===== config.mk =====
export PLATFORM = sky130hd
export DESIGN_NAME = des_iterative
export DESIGN_NICKNAME = d
export VERILOG_FILES = /design/src/rtl/des_iterative.sv
export SDC_FILE = /design/constraint.sdc
export NUM_CORES = 1
export LEC_CHECK = 0
export CORE_MARGIN = 2
export CORE_UTILIZATION = 50
export DETAILED_ROUTE_END_ITERATION = 7
export PLACE_DENSITY = 0.76
export SLEW_MARGIN = 20
export SYNTH_ARGS = -nofsm -noshare
export SYNTH_HDL_FRONTEND = slang
export SYNTH_SLANG_ARGS = --single-unit

===== constraint.sdc =====
create_clock -name clk -period 7.08 [get_ports clk]
set_input_delay 1.416 -clock clk [delete_from_list [all_inputs] [get_ports clk]]
set_output_delay 1.416 -clock clk [all_outputs]
set_load 0.01 [all_outputs]

===== src/rtl/des_iterative.sv =====
// des_iterative: iterative DES core, ROUNDS_PER_CYCLE Feistel rounds per clock.
// Round keys are derived on the fly from the rotating C/D registers.
// Optional feature macro: DES_ITERATIVE_DECRYPT_EN (enables decryption mode).
module des_iterative #(
    parameter int ROUNDS_PER_CYCLE = 1
) (
    input  logic        clk,
    input  logic        rst,
    input  logic        in_valid,
    output logic        in_ready,
    input  logic [64:1] in_data,
    input  logic [64:1] key,
    input  logic        decrypt,
    output logic        out_valid,
    input  logic        out_ready,
    output logic [64:1] out_data,
    output logic        busy
);

    // Only divisors of 16 give a whole number of cycles per block.
    if (ROUNDS_PER_CYCLE != 1 && ROUNDS_PER_CYCLE != 2 && ROUNDS_PER_CYCLE != 4 &&
        ROUNDS_PER_CYCLE != 8 && ROUNDS_PER_CYCLE != 16) begin : g_bad_rpc
        $error("des_iterative: ROUNDS_PER_CYCLE must be 1, 2, 4, 8 or 16");
    end

    localparam logic [3:0] STEP = 4'(ROUNDS_PER_CYCLE % 16);

    // Tables use DES bit numbering (1 = MSB).
    localparam int IP_T [64] = '{
        58, 50, 42, 34, 26, 18, 10, 2,  60, 52, 44, 36, 28, 20, 12, 4,
        62, 54, 46, 38, 30, 22, 14, 6,  64, 56, 48, 40, 32, 24, 16, 8,
        57, 49, 41, 33, 25, 17,  9, 1,  59, 51, 43, 35, 27, 19, 11, 3,
        61, 53, 45, 37, 29, 21, 13, 5,  63, 55, 47, 39, 31, 23, 15, 7};
    localparam int IPI_T [64] = '{
        40, 8, 48, 16, 56, 24, 64, 32,  39, 7, 47, 15, 55, 23, 63, 31,
        38, 6, 46, 14, 54, 22, 62, 30,  37, 5, 45, 13, 53, 21, 61, 29,
        36, 4, 44, 12, 52, 20, 60, 28,  35, 3, 43, 11, 51, 19, 59, 27,
        34, 2, 42, 10, 50, 18, 58, 26,  33, 1, 41,  9, 49, 17, 57, 25};
    localparam int E_T [48] = '{
        32,  1,  2,  3,  4,  5,   4,  5,  6,  7,  8,  9,
         8,  9, 10, 11, 12, 13,  12, 13, 14, 15, 16, 17,
        16, 17, 18, 19, 20, 21,  20, 21, 22, 23, 24, 25,
        24, 25, 26, 27, 28, 29,  28, 29, 30, 31, 32,  1};
    localparam int P_T [32] = '{
        16,  7, 20, 21, 29, 12, 28, 17,   1, 15, 23, 26,  5, 18, 31, 10,
         2,  8, 24, 14, 32, 27,  3,  9,  19, 13, 30,  6, 22, 11,  4, 25};
    localparam int PC1_T [56] = '{
        57, 49, 41, 33, 25, 17,  9,   1, 58, 50, 42, 34, 26, 18,
        10,  2, 59, 51, 43, 35, 27,  19, 11,  3, 60, 52, 44, 36,
        63, 55, 47, 39, 31, 23, 15,   7, 62, 54, 46, 38, 30, 22,
        14,  6, 61, 53, 45, 37, 29,  21, 13,  5, 28, 20, 12,  4};
    localparam int PC2_T [48] = '{
        14, 17, 11, 24,  1,  5,   3, 28, 15,  6, 21, 10,
        23, 19, 12,  4, 26,  8,  16,  7, 27, 20, 13,  2,
        41, 52, 31, 37, 47, 55,  30, 40, 51, 45, 33, 48,
        44, 49, 39, 56, 34, 53,  46, 42, 50, 36, 29, 32};
    // S-boxes flattened row-major: index = {b1,b6} * 16 + {b2..b5}.
    localparam logic [3:0] SBOX [8][64] = '{
        '{14,4,13,1,2,15,11,8,3,10,6,12,5,9,0,7,  0,15,7,4,14,2,13,1,10,6,12,11,9,5,3,8,
          4,1,14,8,13,6,2,11,15,12,9,7,3,10,5,0,  15,12,8,2,4,9,1,7,5,11,3,14,10,0,6,13},
        '{15,1,8,14,6,11,3,4,9,7,2,13,12,0,5,10,  3,13,4,7,15,2,8,14,12,0,1,10,6,9,11,5,
          0,14,7,11,10,4,13,1,5,8,12,6,9,3,2,15,  13,8,10,1,3,15,4,2,11,6,7,12,0,5,14,9},
        '{10,0,9,14,6,3,15,5,1,13,12,7,11,4,2,8,  13,7,0,9,3,4,6,10,2,8,5,14,12,11,15,1,
          13,6,4,9,8,15,3,0,11,1,2,12,5,10,14,7,  1,10,13,0,6,9,8,7,4,15,14,3,11,5,2,12},
        '{7,13,14,3,0,6,9,10,1,2,8,5,11,12,4,15,  13,8,11,5,6,15,0,3,4,7,2,12,1,10,14,9,
          10,6,9,0,12,11,7,13,15,1,3,14,5,2,8,4,  3,15,0,6,10,1,13,8,9,4,5,11,12,7,2,14},
        '{2,12,4,1,7,10,11,6,8,5,3,15,13,0,14,9,  14,11,2,12,4,7,13,1,5,0,15,10,3,9,8,6,
          4,2,1,11,10,13,7,8,15,9,12,5,6,3,0,14,  11,8,12,7,1,14,2,13,6,15,0,9,10,4,5,3},
        '{12,1,10,15,9,2,6,8,0,13,3,4,14,7,5,11,  10,15,4,2,7,12,9,5,6,1,13,14,0,11,3,8,
          9,14,15,5,2,8,12,3,7,0,4,10,1,13,11,6,  4,3,2,12,9,5,15,10,11,14,1,7,6,0,8,13},
        '{4,11,2,14,15,0,8,13,3,12,9,7,5,10,6,1,  13,0,11,7,4,9,1,10,14,3,5,12,2,15,8,6,
          1,4,11,13,12,3,7,14,10,15,6,8,0,5,9,2,  6,11,13,8,1,4,10,7,9,5,0,15,14,2,3,12},
        '{13,2,8,4,6,15,11,1,10,9,3,14,5,0,12,7,  1,15,13,8,10,3,7,4,12,5,6,11,0,14,9,2,
          7,11,4,1,9,12,14,2,0,6,10,13,15,3,5,8,  2,1,14,7,4,10,8,13,15,12,9,0,3,5,6,11}};

    // Vector bit (W - n) holds DES bit n in every function below.
    function automatic logic [63:0] ip_f(input logic [63:0] x);
        logic [63:0] y;
        for (int j = 1; j <= 64; j++) y[64-j] = x[64-IP_T[j-1]];
        return y;
    endfunction

    function automatic logic [63:0] ipi_f(input logic [63:0] x);
        logic [63:0] y;
        for (int j = 1; j <= 64; j++) y[64-j] = x[64-IPI_T[j-1]];
        return y;
    endfunction

    function automatic logic [55:0] pc1_f(input logic [63:0] x);
        logic [55:0] y;
        for (int j = 1; j <= 56; j++) y[56-j] = x[64-PC1_T[j-1]];
        return y;
    endfunction

    function automatic logic [47:0] pc2_f(input logic [55:0] x);
        logic [47:0] y;
        for (int j = 1; j <= 48; j++) y[48-j] = x[56-PC2_T[j-1]];
        return y;
    endfunction

    function automatic logic [47:0] e_f(input logic [31:0] x);
        logic [47:0] y;
        for (int j = 1; j <= 48; j++) y[48-j] = x[32-E_T[j-1]];
        return y;
    endfunction

    function automatic logic [31:0] p_f(input logic [31:0] x);
        logic [31:0] y;
        for (int j = 1; j <= 32; j++) y[32-j] = x[32-P_T[j-1]];
        return y;
    endfunction

    function automatic logic [31:0] f_f(input logic [31:0] r, input logic [47:0] k);
        logic [47:0] x;
        logic [31:0] s;
        logic [5:0]  b;
        x = e_f(r) ^ k;
        for (int i = 0; i < 8; i++) begin
            b = x[47-6*i -: 6];
            s[31-4*i -: 4] = SBOX[i][{b[5], b[0], b[4:1]}];
        end
        return p_f(s);
    endfunction

    // Encrypt schedule: single left shift on rounds 1, 2, 9, 16 (rnd is 0-based).
    function automatic logic [27:0] rotl_f(input logic [27:0] c, input logic [3:0] rnd);
        if (rnd == 4'd0 || rnd == 4'd1 || rnd == 4'd8 || rnd == 4'd15)
            return {c[26:0], c[27]};
        return {c[25:0], c[27:26]};
    endfunction

`ifdef DES_ITERATIVE_DECRYPT_EN
    // Decrypt schedule walks K16..K1: no shift before round 1, then the
    // encrypt shifts in reverse order as right rotations.
    function automatic logic [27:0] rotr_f(input logic [27:0] c, input logic [3:0] rnd);
        if (rnd == 4'd0)
            return c;
        if (rnd == 4'd1 || rnd == 4'd8 || rnd == 4'd15)
            return {c[0], c[27:1]};
        return {c[1:0], c[27:2]};
    endfunction
`endif

    typedef enum logic [1:0] {IDLE, RUN, DONE} state_t;

    state_t      state;
    logic [3:0]  cnt_q;
    logic [31:0] l_q, r_q;
    logic [27:0] c_q, d_q;
`ifdef DES_ITERATIVE_DECRYPT_EN
    logic        mode_q;
`else
    logic        unused_decrypt;
    assign unused_decrypt = decrypt;
`endif

    // PC-1 drops the key parity bits.
    logic unused_parity;
    assign unused_parity = ^{key[57], key[49], key[41], key[33],
                             key[25], key[17], key[9], key[1]};

    // Combinational cascade of ROUNDS_PER_CYCLE rounds starting at round cnt_q.
    logic [31:0] l_s [ROUNDS_PER_CYCLE+1];
    logic [31:0] r_s [ROUNDS_PER_CYCLE+1];
    logic [27:0] c_s [ROUNDS_PER_CYCLE+1];
    logic [27:0] d_s [ROUNDS_PER_CYCLE+1];

    assign l_s[0] = l_q;
    assign r_s[0] = r_q;
    assign c_s[0] = c_q;
    assign d_s[0] = d_q;

    for (genvar k = 0; k < ROUNDS_PER_CYCLE; k++) begin : g_round
        logic [3:0] rnd;
        assign rnd = cnt_q + 4'(k);
`ifdef DES_ITERATIVE_DECRYPT_EN
        assign c_s[k+1] = mode_q ? rotr_f(c_s[k], rnd) : rotl_f(c_s[k], rnd);
        assign d_s[k+1] = mode_q ? rotr_f(d_s[k], rnd) : rotl_f(d_s[k], rnd);
`else
        assign c_s[k+1] = rotl_f(c_s[k], rnd);
        assign d_s[k+1] = rotl_f(d_s[k], rnd);
`endif
        assign l_s[k+1] = r_s[k];
        assign r_s[k+1] = l_s[k] ^ f_f(r_s[k], pc2_f({c_s[k+1], d_s[k+1]}));
    end

    // Job FSM: accept, iterate rounds, hold result until the sink takes it.
    always_ff @(posedge clk or posedge rst) begin
        if (rst) begin
            state     <= IDLE;
            in_ready  <= 1'b1;
            out_valid <= 1'b0;
            busy      <= 1'b0;
            out_data  <= '0;
            cnt_q     <= '0;
            l_q       <= '0;
            r_q       <= '0;
            c_q       <= '0;
            d_q       <= '0;
`ifdef DES_ITERATIVE_DECRYPT_EN
            mode_q    <= 1'b0;
`endif
        end else begin
            case (state)
                IDLE: if (in_valid) begin
                    {l_q, r_q} <= ip_f(in_data);
                    {c_q, d_q} <= pc1_f(key);
`ifdef DES_ITERATIVE_DECRYPT_EN
                    mode_q     <= decrypt;
`endif
                    cnt_q      <= '0;
                    state      <= RUN;
                    in_ready   <= 1'b0;
                    busy       <= 1'b1;
                end
                RUN: begin
                    l_q   <= l_s[ROUNDS_PER_CYCLE];
                    r_q   <= r_s[ROUNDS_PER_CYCLE];
                    c_q   <= c_s[ROUNDS_PER_CYCLE];
                    d_q   <= d_s[ROUNDS_PER_CYCLE];
                    cnt_q <= cnt_q + STEP;
                    if (4'(cnt_q + STEP) == 4'd0) begin
                        // Final swap: preoutput is R16 followed by L16.
                        out_data  <= ipi_f({r_s[ROUNDS_PER_CYCLE], l_s[ROUNDS_PER_CYCLE]});
                        out_valid <= 1'b1;
                        state     <= DONE;
                    end
                end
                DONE: if (out_ready) begin
                    out_valid <= 1'b0;
                    in_ready  <= 1'b1;
                    busy      <= 1'b0;
                    state     <= IDLE;
                end
                default: state <= IDLE;
            endcase
        end
    end

endmodule


---- Word level (Yosys, flattened, before mapping) ----
Memories as Yosys holds them, arrays and structs flattened.
Cells that the tools add are included.
cells by class
  muxes and demuxes ....................... 43
  equality and inequality tests ........... 8
  bitwise logic cells ..................... 10
  $lt $le $gt $ge ......................... 8
  reductions and logical operators ........ 14
  $add $sub $neg .......................... 1
operators with widths
  kind                                           count
  2-to-1 mux 28 bit                              6
  one-hot mux 32 bit (2 select lines)            2
  one-hot mux 28 bit (2 select lines)            2
  2-to-1 mux 4 bit                               17
  2-to-1 mux 32 bit                              2
  >= comparator 7 bit, second input constant     8
  NOT 6 -> 7 bit                                 8
  XOR 48 bit                                     1
  XOR 32 bit                                     1
  AND reduction 3 bit                            3
  == test 4 bit, second input constant           2
  logical NOT 4 bit                              2
  one-hot mux 4 bit (2 select lines)             1
  2-to-1 mux 1 bit                               6
  2-to-1 mux 2 bit                               3
  inequality test 2 bit, second input constant   3
  one-hot mux 1 bit (2 select lines)             3
  one-hot mux 2 bit (3 select lines)             1
  nonzero test 2 bit                             3
  adder 4 x 1 -> 4 bit, second input constant    1
  == test 4 x 1 -> 1 bit, second input constant  1
  AND reduction 2 bit                            2
  logical OR 1 bit                               3
  == test 2 x 1 -> 1 bit, second input constant  1
  2 further kinds                                2
storage, ports and cells
  output and inout bits ................... 67
  memories ................................ 8
  bits in registers ....................... 193
  word-level logic and storage cells ...... 102
  bits of input ports ..................... 133
  memory bits (read-only) ................. 2048
memory list
  memory           words  bits a word  read ports  clocked after memory_dff  wr ports  line  text
  (no name shown)  64     4            1           0                         0         120   s[31-4*i -: 4] = SBOX[i][{b[5], b[0], b[4:1]}];
  (no name shown)  64     4            1           0                         0         120
  (no name shown)  64     4            1           0                         0         120
  (no name shown)  64     4            1           0                         0         120
  (no name shown)  64     4            1           0                         0         120
  (no name shown)  64     4            1           0                         0         120
  +2 memories      -      -            -           -                         -         -

---- Longest topological paths before layout ----
  depth in word-level cells ............... 13
  depth in mapped cells ................... 18
  mapped depth without buffers ............ 16

---- Least setup slack after synthesis ----
No wires, ideal clock.
  kind .................................... reg-to-reg
  from .................................... reg cnt_q[0]
  to ...................................... reg r_q[0]
  clock period less this slack ............ 3890 ps
  arrival time ............................ 3812 ps
  setup slack ............................. 3190 ps
  stages on the path, launching flop included .. 19
  path buffers ............................ 3
  cell sequence ........................... dfrtp_1 -> inv_1 -> ha_1 -> nor2_2 -> a22o_1 -> buf_6 -> buf_6 -> mux2i_1 -> xor2_2 -> inv_1 -> ha_1 -> clkbuf_1 -> xnor3_1 -> a21oi_1 -> a32oi_1 -> o211ai_1 -> xor2_1 -> nand2_1 -> a21oi_1
between the ends
  word-level cells in the longest chain between the ends .. 13
ends and longest elaborated chain
  what                                                                line  text
  from (decl)                                                         147   logic [3:0] cnt_q;
  from (signal assigned)                                              221   cnt_q <= cnt_q + STEP;
  == test 4 x 1 -> 1 bit / logical NOT 4 bit (equally long branches)  127   if (rnd == 4'd0 || rnd == 4'd1 || rnd == 4'd8 || rnd == 4'd15)
  logical OR 1 bit (2 in a row)                                       127
  logical OR 1 bit *                                                  127
  2-to-1 mux 1 bit *                                                  127
  2-to-1 mux 28 bit *                                                 129   return {c[25:0], c[27:26]};
  XOR 48 bit *                                                        117   x = e_f(r) ^ k;
  NOT 6 -> 7 bit (not written as such) *                              120
  memory read (64 x 4 bit) *                                          -
  2-to-1 mux 4 bit (not written as such) * (2 in a row)               120
  XOR 32 bit *                                                        184   assign r_s[k+1] = l_s[k] ^ f_f(r_s[k], pc2_f({c_s[k+1], d_s[k+1]}));
  one-hot mux 32 bit (2 select lines) *                               204   case (state)
  to (signal assigned)                                                206   {l_q, r_q} <= ip_f(in_data);
  to (signal assigned)                                                218   r_q <= r_s[ROUNDS_PER_CYCLE];
  to (decl)                                                           148   logic [31:0] l_q, r_q;
Every way passes the cells marked *; elsewhere a longest branch is shown, timed or not. The select of a mux whose other input is x is not followed.
A chain may end at the register's enable or synchronous reset.

---- Worst setup path in the final report ----
  from .................................... reg cnt_q[0]
  to ...................................... reg out_data[25] (netlist name)
between the ends
  word-level cells in the longest chain between the ends .. 12
ends and longest elaborated chain
  what                                                                line  text
  == test 4 x 1 -> 1 bit / logical NOT 4 bit (equally long branches)  127
  logical OR 1 bit (3 in a row)                                       127
  2-to-1 mux 1 bit                                                    127
  2-to-1 mux 28 bit                                                   129
  XOR 48 bit                                                          117
  NOT 6 -> 7 bit (not written as such)                                120
  memory read (64 x 4 bit)                                            -
  2-to-1 mux 4 bit (not written as such) (2 in a row)                 120
  XOR 32 bit                                                          184
  to (signal assigned)                                                224   out_data <= ipi_f({r_s[ROUNDS_PER_CYCLE], l_s[ROUNDS_PER_CYCLE]});
  to (decl)                                                           16    output logic [64:1] out_data,
Several ways; a longest one is shown, not always the timed one. The select of a mux whose other input is x is not followed.

==> flow_metrics.py <==
metrics = {
    "clock_network": {
        "hold_buffers": 0,
        "post_cts_buffers": 0,
        "clockBufferDepth": 2,
        "clock_sinks": 193,
        "clkLatencyLatePin_ns": 0.46,
        "cts_root_buffer": "clkbuf_16",
        "cts_resized": 0,
        "tritoncts": "done",
        "cts.reportedPaths.clkPinSlew_ns": 0.09,
        "cts-buffers-inserted": 17,
        "h-tree-depth": 4,
    },
    "routing": {
        "vias": 14600,
        "drt_iter0_drc": 1761,
        "routed_wl_mm": 51.0,
        "viasPerCell": 6.43,
        "routedWlPerCell_um": 22.5,
        "drtPass1Iterations": 5,
        "final_antenna_net_count": 0,
        "drc_errors": 0,
    },
    "run": {
        "drv_cap": 0,
    },
    "timing": {
        "setup_viol": 0,
        "report.final.slew_viol_count": 0,
        "rsz0062_at_grt": "false",
        "fmax_ghz": 0.199,
        "finalSetupTns_ns": 0,
        "final.setup_skew_ns": 0.0129,
        "tightest_slew_ns": 1.14,
        "fin_crit_ns": 5.03,
        "fin_ws_ns": 2.05,
        "slew_headroom_pct": 24.0,
        "finalHoldViolations": 0,
        "period_share_pct": 71.0,
    },
    "min_path": {
        "hold_class": "reg2reg",
        "holdPathEnd": "out_data[17]",
        "hold_start": "out_data[17]",
        "min_path_cells": 2,
    },
    "cells_and_area": {
        "syn_to_final_growth_pct": 17.6,
        "nets": 2064,
        "diodes": 0,
        "nFillCells": 2623,
        "layout-drive-gt1-share_pct": 7.18,
    },
    "floorplanning": {
        "coreArea_um2": 29600,
        "initial_core_util_pct": 50.9,
        "die_w_um": 178,
        "num_io_pins": 200,
        "num_rows": 63,
        "dieArea_um2": 31600,
        "die_y_um": 178,
    },
    "critical_path": {
        "crit_chain": "inv_1, ha_1, nor2_2, a22o_2, buf_4, mux2i_1, xnor2_1, inv_1, ha_1, a2111oi_0, a311oi_1, a22oi_1, xor2_1, o21ai_0",
        "crit_required_ns": 7.39,
        "cp-end-kind": "register",
        "critPathKind": "reg2reg",
        "slowest_delay_ns": 0.71,
        "rr_startpoint": "cnt_q[0]",
        "cp_max_fo": 23,
        "crit_arrival_ns": 5.34,
        "worstReg2RegEnd": "out_data[25]",
        "rr_worst_depth": 14,
        "start_kind": "register",
        "cpMaxStageDelayCell": "xnor2_1",
        "r2r_setup_slack_ns": 2.05,
    },
    "yosys": {
        "synth_edf_count": 0,
        "synth_warnings": 0,
        "synth_commonest_cells": "254 x nand2_1, 192 x dfrtp_1, 112 x a21oi_1",
        "avgSynthCellArea_um2": 8.51,
        "yosysSeqAreaShare_pct": 32.0,
        "yosys.area.top_type": "dfrtp_1",
        "ys_ff_latch": 193,
        "synth_nets": 1970,
        "synth_area_um2": 15100,
        "synth.top_cell.area_share_pct": 31.9,
        "ys_types": 83,
        "synth_most_common_cell": "nand2_1",
        "synthTopCellsByArea": "dfrtp_1 32%, nand2_1 6.3%, ha_1 5.4%",
        "synth-async-reset-ratio_pct": 100,
        "ys.flop_type": "dfrtp_1",
        "synth_cells": 1772,
    },
    "global_route": {
        "grtUsageTotal_pct": 32.0,
        "grt_max_degree": 140,
        "grt_pass1_vias": 13800,
        "antenna_found_initial": 0,
        "grt_first_pass_wirelength_mm": 78.5,
        "grt-ovfl-total": 0,
    },
    "status": {
        "status": "finished clean",
    },
    "placed_design": {
        "dp_hpwl_mm": 35.3,
        "gp_congestion": 0.977,
        "io_buffers": 190,
        "dp_slack_ns": 2.07,
    },
}
==> layer usage <==
metal	wire length, um	global-route usage (%)	vias to the layer above
li1	-	-	6642
met1	21000	42.7	7085
met2	23600	51.6	738
met3	4130	5.23	117
met4	2290	13.6	0
met5	0	0	-
==> critical path, delay by kind of cell, from the launching register on <==
family | cells | cell delay, ns
compound gates | 5 | 1.89
xor+xnor | 2 | 0.94
fa+ha+maj | 2 | 0.54
buf+inv | 3 | 0.75
flops | 1 | 0.45
mux | 1 | 0.16
simple gates | 1 | 0.12
==> metrics by stage <==
step	hold slack, ns	instances	instance area [um2]	utilization (%)
floorplan	0.469	1772	15100	-
global placement	0.462	2236	17100	57.5
detailed placement	0.462	2236	17100	57.6
CTS	0.484	2268	17700	59.7
global route	0.500	2269	17700	59.8
finish	0.479	2269	17700	59.8
==> state kept, by name, indices dropped and copies added (netlist names) <==
signal and flops:
out_data 64, l_q 32, r_q 32, c_q 28
d_q 28, cnt_q 4, state 2, busy 1
in_ready 1, out_valid 1
==> layout by cell type, fill, tap and decap left out, types with 11 or more instances in the layout <==
cell type / n
ha_1: 65
mux2i_1: 73
xnor2_1: 55
o2111ai_1: 11
o21ai_0: 109
a21oi_1: 112
nor4_1: 11
clkdlybuf4s50_1: 189
a21o_1: 11
nor3_1: 53
o211ai_1: 35
xnor2_2: 16
nand2b_1: 16
o22a_1: 35
a31oi_1: 50
xor2_1: 42
a211oi_1: 52
nor2_1: 89
nand2_1: 252
and2_1: 27
o22ai_1: 56
clkbuf_16: 17
dfrtp_1: 190
nand3_1: 49
and3_1: 18
buf_4: 23
inv_1: 29
==> cell families after synthesis <==
kind of cell / Yosys count / share of synthesized area (%)
compound gates: 568 / 24.7
xor+xnor: 125 / 8.94
fa+ha+maj: 65 / 5.39
buf+inv: 176 / 5.12
flops: 193 / 32.0
mux: 99 / 7.67
simple gates: 546 / 16.1
==> how the worst max path moves through the flow <==
stage | start | endpoint | slack [ns] | cells past startpoint
global route | cnt_q[0] | out_data[25] | 1.83 | 14
detailed placement | cnt_q[0] | out_data[25] | 2.07 | 14
CTS | cnt_q[0] | out_data[25] | 2.04 | 14
finish | cnt_q[0] | out_data[25] | 2.05 | 14
floorplan | rst | busy | 0.41 | 1
global placement | cnt_q[0] | out_data[25] | 2.17 | 14
==> layout make-up <==
cell class              count  area, um2  share of cell area, %
clock buffers              17        425                   2.40
well taps                 390        488                   2.75
repair buffers            214       2100                   11.8
flip-flops and latches    193       4830                   27.3
multi-input cells        1403       9520                   53.7
inverters                  37        146                  0.825
clock inverters            15        225                   1.27
Power is not shown: default switching activity piles up to over one toggle a cycle in this logic, so the estimate is an artifact.
